<file path="config.mk">
export PLATFORM = sky130hd
export DESIGN_NAME = mfm_gap_scanner
export DESIGN_NICKNAME = d
export VERILOG_FILES = /design/src/rtl/mfm_pkg.sv /design/src/rtl/mfm_cell_sampler.sv /design/src/rtl/mfm_gap_scanner.sv
export SDC_FILE = /design/constraint.sdc
export NUM_CORES = 1
export LEC_CHECK = 0
export ABC_AREA = 1
export BUFFER_PORTS_ARGS = -buffer_cell sky130_fd_sc_hd__buf_2
export CORE_UTILIZATION = 60
export DETAILED_ROUTE_END_ITERATION = 10
export GPL_ROUTABILITY_DRIVEN = 0
export GPL_TIMING_DRIVEN = 0
export PLACE_DENSITY = 0.82
export SYNTH_ARGS = -nofsm -noshare
export SYNTH_HDL_FRONTEND = slang
export SYNTH_SLANG_ARGS = --single-unit
export TNS_END_PERCENT = 30
</file>
<file path="constraint.sdc">
create_clock -name clk_50 -period 2.4 [get_ports clk_50]
set_input_delay 0 -clock clk_50 [delete_from_list [all_inputs] [get_ports clk_50]]
set_output_delay 0 -clock clk_50 [all_outputs]
set_load 0.05 [all_outputs]
</file>
<file path="src/rtl/mfm_pkg.sv">
// Shared constants and FSM state type for the MFM read-path front end.
// Pure definitions: no logic, no latency, no flow control.
package mfm_pkg;

    localparam int          CELL_CLKS_DEF = 5;
    localparam logic [15:0] MARK_A1       = 16'h4489;

    typedef enum logic [1:0] {
        HUNT_GAP  = 2'd0,
        HUNT_MARK = 2'd1,
        SYNCED    = 2'd2
    } scan_state_t;

endpackage

</file>
<file path="src/rtl/mfm_cell_sampler.sv">
// Synchronises rd_data_n, detects falling edges and recovers MFM cell timing.
// cell_done/cell_bit registered, 2 clocks after the centring pulse; free-running, no backpressure.
module mfm_cell_sampler
    import mfm_pkg::*;
#(
    parameter int CELL_CLKS = CELL_CLKS_DEF
) (
    input  logic clk_50,
    input  logic reset,
    input  logic i_rd_data_n,
    output logic o_cell_done,
    output logic o_cell_bit
);

    localparam int            PW      = $clog2(CELL_CLKS);
    localparam logic [PW-1:0] PH_LAST = PW'(CELL_CLKS - 1);
    localparam logic [PW-1:0] PH_MID  = PW'(CELL_CLKS / 2);

    logic          r_meta;
    logic          r_sync;
    logic          r_sync_d;
    logic          r_pulse;
    logic          r_cell_hit;
    logic [PW-1:0] r_phase;
    logic          r_cell_done;
    logic          r_cell_bit;
    logic          w_wrap;

    assign w_wrap      = (r_phase == PH_LAST);
    assign o_cell_done = r_cell_done;
    assign o_cell_bit  = r_cell_bit;

    always_ff @(posedge clk_50) begin
        if (!reset) begin
            r_meta      <= 1'b0;
            r_sync      <= 1'b0;
            r_sync_d    <= 1'b0;
            r_pulse     <= 1'b0;
            r_cell_hit  <= 1'b0;
            r_phase     <= '0;
            r_cell_done <= 1'b0;
            r_cell_bit  <= 1'b0;
        end else begin
            r_meta   <= i_rd_data_n;
            r_sync   <= r_meta;
            r_sync_d <= r_sync;
            r_pulse  <= r_sync_d & ~r_sync;

            // A pulse landing on the wrap cycle belongs to the next cell; the
            // completing cell still reports the old hit.
            if (r_pulse)
                r_phase <= PH_MID;
            else if (w_wrap)
                r_phase <= '0;
            else
                r_phase <= r_phase + PW'(1);

            if (r_pulse)
                r_cell_hit <= 1'b1;
            else if (w_wrap)
                r_cell_hit <= 1'b0;

            r_cell_done <= w_wrap;
            r_cell_bit  <= r_cell_hit;
        end
    end

endmodule

</file>
<file path="src/rtl/mfm_gap_scanner.sv">
// Hunts preamble gap + A1 mark in the MFM cell stream, then deserialises sector bytes.
// Registered outputs; one byte per 16 cells (nominal 80 clocks); no backpressure, downstream samples on strobe.
module mfm_gap_scanner
    import mfm_pkg::*;
#(
    parameter int          CELL_CLKS    = CELL_CLKS_DEF,
    parameter int          GAP_BYTES    = 8,
    parameter logic [15:0] SECTOR_BYTES = 16'd512,
    parameter logic [15:0] MARK_PATTERN = MARK_A1
) (
    input  logic       clk_50,
    input  logic       reset,
    input  logic       rd_data_n,
    output logic       sync,
    output logic [7:0] byte_buffer,
    output logic       byte_strobe,
    output logic       cell_err
);

    localparam int         GAP_CELLS  = (GAP_BYTES * 16 > 255) ? 255 : GAP_BYTES * 16;
    localparam logic [7:0] GAP_TARGET = 8'(GAP_CELLS);

    logic        w_cell_done;
    logic        w_cell_bit;

    scan_state_t r_state;
    scan_state_t w_state_next;
    logic [15:0] r_sr;
    logic [7:0]  r_gap_cnt;
    logic [3:0]  r_cell_cnt;
    logic [15:0] r_byte_cnt;
    logic        r_sync_o;
    logic [7:0]  r_byte;
    logic        r_strobe;
    logic        r_err;
    logic        r_sector_end;

    logic [15:0] w_sr_next;
    logic [7:0]  w_byte_next;
    logic [7:0]  w_gap_inc;
    logic [15:0] w_byte_cnt_inc;
    logic        w_viol;
    logic        w_alt;
    logic        w_byte_last;
    logic        w_gap_clr;
    logic        w_gap_step;
    logic        w_sync_clr;
    logic        w_load;
    logic        w_enter_sync;

    mfm_cell_sampler #(
        .CELL_CLKS (CELL_CLKS)
    ) u_sampler (
        .clk_50      (clk_50),
        .reset       (reset),
        .i_rd_data_n (rd_data_n),
        .o_cell_done (w_cell_done),
        .o_cell_bit  (w_cell_bit)
    );

    assign w_sr_next      = {r_sr[14:0], w_cell_bit};
    assign w_viol         = w_cell_done && ((w_sr_next[1:0] == 2'b11) || (w_sr_next[3:0] == 4'b0000));
    assign w_alt          = (w_cell_bit != r_sr[0]);
    assign w_gap_inc      = (r_gap_cnt == 8'hFF) ? r_gap_cnt : r_gap_cnt + 8'd1;
    assign w_byte_last    = w_cell_done && (r_cell_cnt == 4'd15);
    assign w_byte_cnt_inc = r_byte_cnt + 16'd1;

    // Data cells sit on the even shift-register positions; newest bit is the LSB.
    always_comb begin
        w_byte_next = '0;
        for (int i = 0; i < 8; i++)
            w_byte_next[i] = w_sr_next[2*i];
    end

    always_comb begin
        w_state_next = r_state;
        w_gap_clr    = 1'b0;
        w_gap_step   = 1'b0;
        w_sync_clr   = 1'b0;
        w_load       = 1'b0;
        w_enter_sync = 1'b0;
        case (r_state)
            HUNT_GAP: begin
                if (w_cell_done) begin
                    if (w_alt) begin
                        w_gap_step = 1'b1;
                        if (w_gap_inc >= GAP_TARGET)
                            w_state_next = HUNT_MARK;
                    end else begin
                        w_gap_clr = 1'b1;
                    end
                end
            end
            HUNT_MARK: begin
                if (w_cell_done) begin
                    if (w_sr_next == MARK_PATTERN) begin
                        w_state_next = SYNCED;
                        w_enter_sync = 1'b1;
                    end else if (w_viol) begin
                        w_state_next = HUNT_GAP;
                        w_gap_clr    = 1'b1;
                    end
                end
            end
            SYNCED: begin
                if (w_viol) begin
                    w_state_next = HUNT_GAP;
                    w_gap_clr    = 1'b1;
                    w_sync_clr   = 1'b1;
                end else if (w_byte_last) begin
                    w_load = 1'b1;
                    if (w_byte_cnt_inc == SECTOR_BYTES) begin
                        w_state_next = HUNT_GAP;
                        w_gap_clr    = 1'b1;
                    end
                end
            end
            default: begin
                w_state_next = HUNT_GAP;
                w_gap_clr    = 1'b1;
            end
        endcase
    end

    always_ff @(posedge clk_50) begin
        if (!reset) begin
            r_state      <= HUNT_GAP;
            r_sr         <= '0;
            r_gap_cnt    <= '0;
            r_cell_cnt   <= '0;
            r_byte_cnt   <= '0;
            r_sync_o     <= 1'b0;
            r_byte       <= '0;
            r_strobe     <= 1'b0;
            r_err        <= 1'b0;
            r_sector_end <= 1'b0;
        end else begin
            r_state  <= w_state_next;
            r_strobe <= w_load;
            r_err    <= w_viol;

            if (w_cell_done)
                r_sr <= w_sr_next;

            if (w_gap_clr)
                r_gap_cnt <= '0;
            else if (w_gap_step)
                r_gap_cnt <= w_gap_inc;

            if (w_enter_sync)
                r_cell_cnt <= '0;
            else if ((r_state == SYNCED) && w_cell_done)
                r_cell_cnt <= r_cell_cnt + 4'd1;

            if (w_enter_sync)
                r_byte_cnt <= '0;
            else if (w_load)
                r_byte_cnt <= w_byte_cnt_inc;

            if (w_load)
                r_byte <= w_byte_next;

            // sync stays up for one cycle past the final byte so the last
            // strobe is still qualified downstream.
            r_sector_end <= w_load && (w_byte_cnt_inc == SECTOR_BYTES);
            if (w_sync_clr || r_sector_end)
                r_sync_o <= 1'b0;
            else if (w_load)
                r_sync_o <= 1'b1;
        end
    end

    assign sync        = r_sync_o;
    assign byte_buffer = r_byte;
    assign byte_strobe = r_strobe;
    assign cell_err    = r_err;

endmodule

</file>
==> flow_metrics.py, run 1 <==
metrics = {
    "power_and_ir_drop": {
        "p_leak_nw": 1.418,
        "switching_share": 0.2147,
        "power.internal_mw": 1.843,
        "p_comb_frac": 0.030,
        "clockPowerShare": 0.485,
        "p_switching_uw": 503.9,
        "p_seq_frac": 0.485,
        "vdd.ir_drop.worst_mv": 0.4544,
        "p_total_mw": 2.347,
        "p_per_area_nw_per_um2": 680.8,
    },
    "sta": {
        "fin_crit_sh": 0.8773,
        "tns_ns": 0,
        "finalClockSkew_ns": 0.008321,
        "tightest_slew_ns": 0.4819,
        "layout_min_cycle_time_ns": 2.106,
        "fmax_mhz": 474.9,
        "rsz0062_at_grt": "no",
        "relSlewSlack": 0.6787,
        "drv_slew": 0,
        "setup_viol": 0,
        "layout_setup_ws_ns": 0.2945,
        "hold_viol": 0,
    },
    "setup_path": {
        "timing.rr.end": "r_gap_cnt[3]$_SDFFE_PP0P_",
        "critical_path_class": "register to register",
        "worstPathRequired_ns": 2.65,
        "reg2reg_setup_slack_ns": 0.29,
        "crit_start": "r_byte_cnt[0]$_SDFFE_PP0P_",
        "crit_end": "r_gap_cnt[3]$_SDFFE_PP0P_",
        "cp-start-kind": "register",
        "reg2reg_depth": 14,
        "rr_startpoint": "r_byte_cnt[0]$_SDFFE_PP0P_",
        "worstPathArrival_ns": 2.35,
        "cp_max_fo": 9,
        "cp-end-kind": "register",
    },
    "floorplan": {
        "die_x_um": 73.13,
        "num_rows": 25,
        "ios": 14,
        "fp.dieH_um": 73.13,
        "die_area_um2": 5347,
        "fp.coreArea_um2": 4786,
        "initial_core_util": 0.6342,
    },
    "synthesis": {
        "yosysWarnings": 0,
        "synth.net_count": 441,
        "async_flop_share": 0,
        "synth_commonest_cells": "nor2_1, nand2_1, dfxtp_1",
        "ys_types": 28,
        "synth-seq-area-share": 0.4419,
        "yosysTopAreaCellShare": 0.4419,
        "yosysMostFrequentCell": "nor2_1",
        "ys.flop_type": "dfxtp_1",
        "ys_seq_elements": 67,
        "synth-edff-count": 0,
        "syn-instance-count": 430,
        "yosys.area.top_type": "dfxtp_1",
        "synth.avg_cell_area_um2": 7.059,
        "syn_area_um2": 3035,
        "synth_area_leaders": "dfxtp_1, nor2_1, nand2_1, o21ai_0, inv_1",
    },
    "flow_run": {
        "maxCapViolations": 0,
    },
    "global_route": {
        "use_met3": 0.05801,
        "grt-ovfl-total": 0,
        "grt_pass1_vias": 2605,
        "grt_usage": 0.2789,
        "antenna_found_initial": 0,
        "met2_usage": 0.4342,
        "use_met1": 0.3524,
        "grt_busiest_layer": "met2",
        "grt_max_degree": 13,
        "grt_pass1_wl_mm": 11.32,
    },
    "clocking": {
        "ctsLongestPathBuffers": 2,
        "clock_latency_ns": 0.36,
        "path_clk_slew_ns": 0.08,
        "cts-root-buf": "clkbuf_8",
        "cts_num_sinks": 67,
        "cts_tree": "yes",
        "htreeDepth": 3,
        "numCtsBuffers": 9,
    },
    "route": {
        "vias_per_cell": 5.318,
        "initialDrtViolationCount": 203,
        "drcViolationCount": 0,
        "wl_per_cell_um": 12.16,
        "vias": 2808,
        "drt_pass1_iterations": 4,
        "wirelength_mm": 6.418,
        "ant_nets": 0,
    },
    "placed_design": {
        "placed_area_um2": 3184,
        "hpwlAfterDp_mm": 4.363,
        "io_buffers": 13,
        "dp_cells": 510,
        "dpl_worst_slack_ns": 0.2938,
    },
    "layout": {
        "fin_cells": 528,
        "final_layout_size_suffix_gt1_frac": 0.09111,
        "syn_to_final_growth_pct": 13.56,
        "design_area_um2": 3447,
        "n_antenna_cell": 0,
        "fillers": 380,
        "final_nets": 467,
    },
    "status": {
        "status": "finished, final reports clean",
    },
    "min_path": {
        "hold_path_class": "primary input to register",
        "min_delay_path_depth": 4,
    },
}
[worst min-delay path by stage]
stage | from | slack (ns) | end
after detailed placement | rd_data_n | 0.20 | u_sampler.r_meta$_SDFF_PN0_
after global placement | rd_data_n | 0.18 | u_sampler.r_meta$_SDFF_PN0_
after floorplan | rd_data_n | 0.1 | u_sampler.r_meta$_SDFF_PN0_
after CTS | rd_data_n | 0.37 | u_sampler.r_meta$_SDFF_PN0_
final | rd_data_n | 0.37 | u_sampler.r_meta$_SDFF_PN0_
after global routing | rd_data_n | 0.38 | u_sampler.r_meta$_SDFF_PN0_
[cells in the final DEF, fill, tap and decap left out, types with 8 or more instances in the layout]
cell	instances
buf_2	15
nand3_1	17
inv_1	49
a21oi_1	27
nand2_1	81
ha_1	8
clkbuf_8	9
nor2_1	86
dfxtp_1	66
clkbuf_1	10
o21ai_0	39
nand4_1	8
[final cells by class]
type	count	area, µm²	area share
inverters	49	183.9	0.05336
flip-flops and latches	67	1343	0.3895
plain buffers	11	43.79	0.01270
well taps	67	83.83	0.02432
repair buffers	15	85.08	0.02468
multi-input cells	303	1466	0.4254
clock buffers	10	127.6	0.03702
clock inverters	6	113.9	0.03303
[metrics by stage]
| stage | util | hold slack [ns] |
|---|---|---|
| 6_report | 0.7203 | 0.3716 |
| 5_1_grt | 0.7203 | 0.3776 |
| 4_1_cts | 0.7200 | 0.3655 |
| 3_5_place_dp | 0.6654 | 0.1957 |
| 3_3_place_gp | 0.6654 | 0.1841 |
| 2_1_floorplan | - | 0.09763 |
[state kept, by name (all words and copies together) (netlist names)]
| register | cells |
|---|---|
| u_sampler.r_sync_d | 1 |
| byte_buffer | 8 |
| r_byte_cnt | 16 |
| u_sampler.r_meta | 1 |
| u_sampler.r_pulse | 1 |
| byte_strobe | 1 |
| r_cell_cnt | 4 |
| cell_err | 1 |
| r_state | 2 |
| u_sampler.r_sync | 1 |
| u_sampler.r_cell_hit | 1 |
| r_sector_end | 1 |
| u_sampler.o_cell_done | 1 |
| sync | 1 |
| u_sampler.r_phase | 3 |
| u_sampler.o_cell_bit | 1 |
| r_sr | 15 |
| r_gap_cnt | 8 |
[repair_timing]
| action | 4_1_cts | 5_1_grt |
|---|---|---|
| endpoints found under the setup margin | 0 | 8 |
| buffers inserted | 0 | 0 |
| hold buffers | 2 | 0 |
| gates resized for setup | 0 | 1 |
| endpoints found under the hold margin | 2 | 0 |
[worst max-delay path, cell delays in order, from the launching register on]
cell and delay (ns):
dfxtp_2 0.39, ha_1 0.22, nand3_2 0.15, nor2_4 0.21, nand3_1 0.10, nand2_1 0.07
nand2_1 0.06, nor2_1 0.10, nand3_1 0.13, nor2_1 0.13, nand2_1 0.06, nand2_1 0.09
nand2_1 0.07, nand2_2 0.15, nor2_1 0.07
[power by group through the flow]
stage / logic, mW / registers (mW) / clock network [mW]
2_1_floorplan: 0.0476 / 1.16 / 0
3_3_place_gp: 0.0640 / 1.16 / 0
3_5_place_dp: 0.0663 / 1.16 / 0
4_1_cts: 0.0696 / 1.14 / 1.15
5_1_grt: 0.0803 / 1.14 / 1.19
6_report: 0.0698 / 1.14 / 1.14
[routing by layer]
| layer | vias to the layer above | routed length [µm] |
|---|---|---|
| met5 | - | 0 |
| met4 | 0 | 212 |
| met3 | 18 | 218 |
| met2 | 56 | 3087 |
| met1 | 1295 | 2900 |
| li1 | 1439 | - |
[cell families after synthesis]
logic type      after synthesis  share of synthesized area
flops                        67                     0.4419
fa+ha+maj                     8                    0.03298
mux                           1                   0.003298
xor+xnor                      9                    0.02597
buf+inv                      60                    0.07502
simple gates                213                     0.2984
compound gates               72                     0.1224
No activity file was read; power rests on OpenSTA's default activity.
==> inputs of run 2 (changes only) <==
Settings changed: CORE_UTILIZATION 60 to 25, GPL_TIMING_DRIVEN 0 to default, MAX_ROUTING_LAYER from default to met4, PLACE_DENSITY 0.82 to 0.43.
==> flow_metrics.py, run 2 (same netlist as run 1, synthesis figures left out) <==
metrics = {
    "clocking": {
        "path_clk_slew_ns": 0.06,
        "cts_num_sinks": 67,
        "cts_tree": "yes",
        "cts-root-buf": "clkbuf_16",
        "ctsLongestPathBuffers": 2,
        "htreeDepth": 3,
        "numCtsBuffers": 9,
        "clock_latency_ns": 0.33,
    },
    "global_route": {
        "grt_pass1_vias": 2545,
        "antenna_found_initial": 0,
        "grt_max_degree": 35,
        "grt_usage": 0.1221,
        "grt-ovfl-total": 0,
        "grt_pass1_wl_mm": 11.85,
    },
    "sta": {
        "setup_viol": 0,
        "rsz0062_at_grt": "no",
        "fin_crit_sh": 0.8639,
        "finalClockSkew_ns": 0.009711,
        "tns_ns": 0,
        "layout_min_cycle_time_ns": 2.073,
        "tightest_slew_ns": 0.5886,
        "layout_setup_ws_ns": 0.3265,
        "hold_viol": 0,
        "relSlewSlack": 0.6076,
        "drv_slew": 0,
        "fmax_mhz": 482.3,
    },
    "placed_design": {
        "placed_area_um2": 3273,
        "hpwlAfterDp_mm": 4.846,
        "dpl_worst_slack_ns": 0.3020,
        "io_buffers": 13,
    },
    "layout": {
        "largest_reg_flops": 16,
        "top_regs": "r_byte_cnt x16, r_sr x15",
        "multiInputGateArea_um2": 1475,
        "postLayoutCoreUtil": 0.3089,
        "final_cell_mix": "nor2_1, nand2_1, dfxtp_1, inv_1, o21ai_0",
        "final_nets": 461,
        "design_area_um2": 3587,
        "final_layout_size_suffix_gt1_frac": 0.1055,
        "syn_to_final_growth_pct": 18.18,
        "layout_commonest_cell": "nor2_1",
        "n_antenna_cell": 0,
        "seq_area_um2": 1343,
        "largest-register": "r_byte_cnt",
        "fillers": 1279,
    },
    "flow_run": {
        "maxCapViolations": 0,
    },
    "route": {
        "vias": 2663,
        "ant_nets": 0,
        "initialDrtViolationCount": 87,
        "drt_pass1_iterations": 4,
        "vias_per_cell": 4.453,
        "wl_per_cell_um": 11.62,
        "drcViolationCount": 0,
        "wirelength_mm": 6.946,
    },
    "power_and_ir_drop": {
        "p_per_area_nw_per_um2": 694.9,
        "vdd.ir_drop.worst_mv": 0.3283,
        "p_leak_nw": 1.444,
    },
    "min_path": {
        "hold_path_class": "primary input to register",
    },
    "setup_path": {
        "cp_top_family": "simple AND/OR/NAND/NOR gates",
        "timing.rr.end": "r_gap_cnt[2]$_SDFFE_PP0P_",
        "rr_startpoint": "r_byte_cnt[1]$_SDFFE_PP0P_",
        "crit_end": "r_gap_cnt[2]$_SDFFE_PP0P_",
        "cp_slowest_cell": "dfxtp_1",
        "reg2reg_depth": 14,
        "crit_start": "r_byte_cnt[1]$_SDFFE_PP0P_",
        "worst_path_largest_cell_delay_ns": 0.37,
        "cp.buffers_inverters": 0,
        "cp-end-kind": "register",
        "worstPathArrival_ns": 2.28,
        "path_cells": "ha_2 > nand3_2 > nor2_4 > nand3_1 > nand2_1 > nand2_1 > nor2_1 > nand3_1 > nor2_1 > nand2_1 > nand2_1 > nand2_1 > nand2_2 > nor2_1",
        "cp_max_fo": 8,
        "crit_top_cell": "nand2_1",
        "cp_num_cells": 14,
        "cp-start-kind": "register",
        "worstPathRequired_ns": 2.61,
        "critical_path_class": "register to register",
        "reg2reg_setup_slack_ns": 0.33,
    },
    "floorplan": {
        "fp.coreArea_um2": 11610,
        "num_rows": 39,
        "die_x_um": 112.2,
        "die_area_um2": 12590,
        "ios": 14,
        "initial_core_util": 0.2614,
        "fp.dieH_um": 112.2,
    },
    "status": {
        "status": "finished, final reports clean",
    },
}
## run 2: timing repair
action,in CTS,in global routing
resized for setup,0,2
hold endpoints to repair,1,0
setup endpoints to repair,0,2
hold buffers,1,0
setup buffers,0,0
## run 2: worst min-delay path by stage
| stage | from | end | slack (ns) | cells past startpoint |
|---|---|---|---|---|
| 6_report | reset | u_sampler.r_sync_d$_SDFF_PN0_ | 0.18 | 3 |
| 5_1_grt | reset | u_sampler.r_sync$_SDFF_PN0_ | 0.23 | 3 |
| 2_1_floorplan | rd_data_n | u_sampler.r_meta$_SDFF_PN0_ | 0.1 | 2 |
| 4_1_cts | reset | u_sampler.r_sync_d$_SDFF_PN0_ | 0.19 | 3 |
| 3_5_place_dp | rd_data_n | u_sampler.r_meta$_SDFF_PN0_ | 0.19 | 3 |
| 3_3_place_gp | rd_data_n | u_sampler.r_meta$_SDFF_PN0_ | 0.18 | 3 |
## run 2: layer usage
metal | GRT usage | up-vias | wire [µm]
met1 | 0.1560 | 1215 | 3666
li1 | - | 1419 | -
met5 | - | - | 0
met3 | 0.02322 | 7 | 117
met4 | 0.05333 | 0 | 81
met2 | 0.1880 | 22 | 3080
## run 2: worst reg2reg max path: cells and delay by family, from the launching register on
kind,cells,cell delay (ns)
adder cells (fa/ha/maj),1,0.23
flip-flops,1,0.37
AND/OR/NAND/NOR,13,1.37
## run 2: report_power, final
part	internal, mW	switching [mW]	total [mW]
registers	1.13	0.0108	1.14
clock network	0.799	0.486	1.28
logic	0.0223	0.0455	0.0678
total	1.95	0.542	2.49
## run 2: layout make-up
type                    count  area share
clock buffers               9     0.06278
repair buffers             19     0.03139
inverters                  49     0.05127
flip-flops and latches     67      0.3743
multi-input cells         304      0.4112
well taps                 143     0.04988
clock inverters             7     0.01918
## run 2: through the flow
stage | hold slack (ns) | power [mW] | cells
5_1_grt | 0.2255 | 2.592 | 598
2_1_floorplan | 0.09763 | 1.210 | 430
3_5_place_dp | 0.1876 | 1.233 | 580
4_1_cts | 0.1869 | 2.528 | 597
3_3_place_gp | 0.1836 | 1.231 | 580
6_report | 0.1772 | 2.493 | 598
==> inputs of run 3 (changes only) <==
Settings changed: CTS_BUF_LIST from default to sky130_fd_sc_hd__clkbuf_4.
==> flow_metrics.py, run 3 (same netlist as run 1, synthesis figures left out) <==
metrics = {
    "power_and_ir_drop": {
        "p_total_mw": 1.947,
        "power.internal_mw": 1.464,
        "p_switching_uw": 483.1,
        "clockPowerShare": 0.380,
        "p_leak_nw": 1.375,
        "p_comb_frac": 0.035,
        "vdd.ir_drop.worst_mv": 0.2387,
        "p_seq_frac": 0.585,
        "switching_share": 0.2482,
        "p_per_area_nw_per_um2": 567.4,
    },
    "global_route": {
        "grt_max_degree": 35,
        "grt_pass1_wl_mm": 11.79,
        "grt_usage": 0.1226,
        "grt_pass1_vias": 2535,
        "grt-ovfl-total": 0,
        "antenna_found_initial": 0,
    },
    "min_path": {
        "hold_path.startpoint": "reset",
        "whs_endpoint": "u_sampler.r_meta$_SDFF_PN0_",
        "min_delay_path_depth": 3,
        "hold_path_class": "primary input to register",
    },
    "layout": {
        "layout_commonest_cell": "nor2_1",
        "design_area_um2": 3431,
        "final_layout_size_suffix_gt1_frac": 0.1077,
        "fillers": 1298,
        "postLayoutCoreUtil": 0.2954,
        "largest_reg_flops": 16,
        "final_nets": 461,
        "largest-register": "r_byte_cnt",
        "n_antenna_cell": 0,
        "syn_to_final_growth_pct": 13.03,
        "top_regs": "r_byte_cnt x16, r_sr x15",
        "final_cell_mix": "nor2_1, nand2_1, dfxtp_1, inv_1, o21ai_0",
    },
    "clocking": {
        "cts_tree": "yes",
        "cts_num_sinks": 67,
        "htreeDepth": 3,
        "numCtsBuffers": 9,
        "ctsLongestPathBuffers": 2,
        "path_clk_slew_ns": 0.12,
        "clock_latency_ns": 0.42,
        "cts-root-buf": "clkbuf_4",
    },
    "flow_run": {
        "maxCapViolations": 0,
    },
    "floorplan": {
        "fp.coreArea_um2": 11610,
        "die_area_um2": 12590,
        "initial_core_util": 0.2614,
        "die_x_um": 112.2,
        "num_rows": 39,
        "fp.dieH_um": 112.2,
        "ios": 14,
    },
    "route": {
        "routed.top_layer": "met4",
        "wl_met2_mm": 2.957,
        "ant_nets": 0,
        "wl_per_cell_um": 11.59,
        "drcViolationCount": 0,
        "wirelength_mm": 6.929,
        "vias": 2658,
        "initialDrtViolationCount": 82,
        "met3_length_um": 177,
        "drt_pass1_iterations": 4,
        "wirelength_met1_mm": 3.645,
        "vias_per_cell": 4.445,
    },
    "placed_design": {
        "hpwlAfterDp_mm": 4.846,
        "placed_area_um2": 3273,
        "io_buffers": 13,
    },
    "setup_path": {
        "rr_startpoint": "r_byte_cnt[0]$_SDFFE_PP0P_",
        "cp_max_fo": 8,
        "worstPathRequired_ns": 2.70,
        "timing.rr.end": "r_gap_cnt[2]$_SDFFE_PP0P_",
        "reg2reg_setup_slack_ns": 0.33,
        "cp-start-kind": "register",
        "critical_path_class": "register to register",
        "worstPathArrival_ns": 2.38,
        "reg2reg_depth": 14,
        "cp-end-kind": "register",
    },
    "sta": {
        "finalClockSkew_ns": 0.02062,
        "rsz0062_at_grt": "no",
        "layout_min_cycle_time_ns": 2.074,
        "tns_ns": 0,
        "hold_viol": 0,
        "holdWs_ns": 0.07213,
        "setup_viol": 0,
        "fin_crit_sh": 0.8643,
        "tightest_slew_ns": 0.5890,
        "relSlewSlack": 0.6073,
        "drv_slew": 0,
        "fmax_mhz": 482.1,
    },
    "status": {
        "status": "finished, final reports clean",
    },
}
run 3: cell counts in the layout (fill, tap and decap cells not counted):
Identical to the previous run, type by type.
run 3: cell type report:
cell class | instances | area (µm²) | area share
clock inverter | 7 | 68.82 | 0.02006
multi-input combinational | 304 | 1475 | 0.4300
timing repair buffer | 19 | 112.6 | 0.03282
inverter | 49 | 183.9 | 0.05361
tap | 143 | 178.9 | 0.05215
clock buffer | 9 | 67.56 | 0.01969
sequential | 67 | 1344 | 0.3917
run 3: power by group through the flow:
stage / Sequential, mW / Combinational, mW / Clock, mW
4_1_cts: 1.14 / 0.0704 / 0.769
3_3_place_gp: 1.16 / 0.0675 / 0
6_report: 1.14 / 0.0677 / 0.740
5_1_grt: 1.14 / 0.0797 / 0.819
2_1_floorplan: 1.16 / 0.0476 / 0
3_5_place_dp: 1.16 / 0.0689 / 0
run 3: metrics by stage:
step	instances	setup slack, ns
floorplan	430	0.6404
finish	598	0.3257
global route	598	0.02652
detailed placement	580	0.3020
CTS	597	0.2669
global placement	580	0.3971
run 3: worst max-delay path by stage:
stage	end	slack [ns]	from	cells past startpoint
after floorplan	r_gap_cnt[7]$_SDFFE_PP0P_	0.64	r_byte_cnt[0]$_SDFFE_PP0P_	14
after global placement	r_gap_cnt[6]$_SDFFE_PP0P_	0.40	r_byte_cnt[0]$_SDFFE_PP0P_	14
after detailed placement	r_gap_cnt[2]$_SDFFE_PP0P_	0.30	r_byte_cnt[0]$_SDFFE_PP0P_	14
after CTS	r_gap_cnt[2]$_SDFFE_PP0P_	0.27	r_byte_cnt[0]$_SDFFE_PP0P_	14
after global routing	r_gap_cnt[6]$_SDFFE_PP0P_	0.03	r_byte_cnt[0]$_SDFFE_PP0P_	14
final	r_gap_cnt[2]$_SDFFE_PP0P_	0.33	r_byte_cnt[0]$_SDFFE_PP0P_	14
run 3: repair_timing:
| action | in CTS | in global routing |
|---|---|---|
| endpoints found under the hold margin | 1 | 0 |
| setup buffers | 0 | 0 |
| hold buffers | 1 | 0 |
| gates resized for setup | 0 | 3 |
| endpoints found under the setup margin | 0 | 8 |
run 3: critical path: stages (launching register included):
cell	delay, ns
dfxtp_2	0.38
ha_2	0.21
nand3_2	0.17
nor2_4	0.21
nand3_1	0.09
nand2_1	0.07
nand2_1	0.06
nor2_1	0.13
nand3_1	0.11
nor2_1	0.11
nand2_1	0.06
nand2_1	0.10
nand2_1	0.07
nand2_2	0.14
nor2_1	0.06
run 3: layer usage:
metal | vias to the layer above | global-route usage
li1 | 1421 | -
met1 | 1193 | 0.1556
met2 | 30 | 0.1834
met3 | 14 | 0.02808
met4 | 0 | 0.05956
met5 | - | -
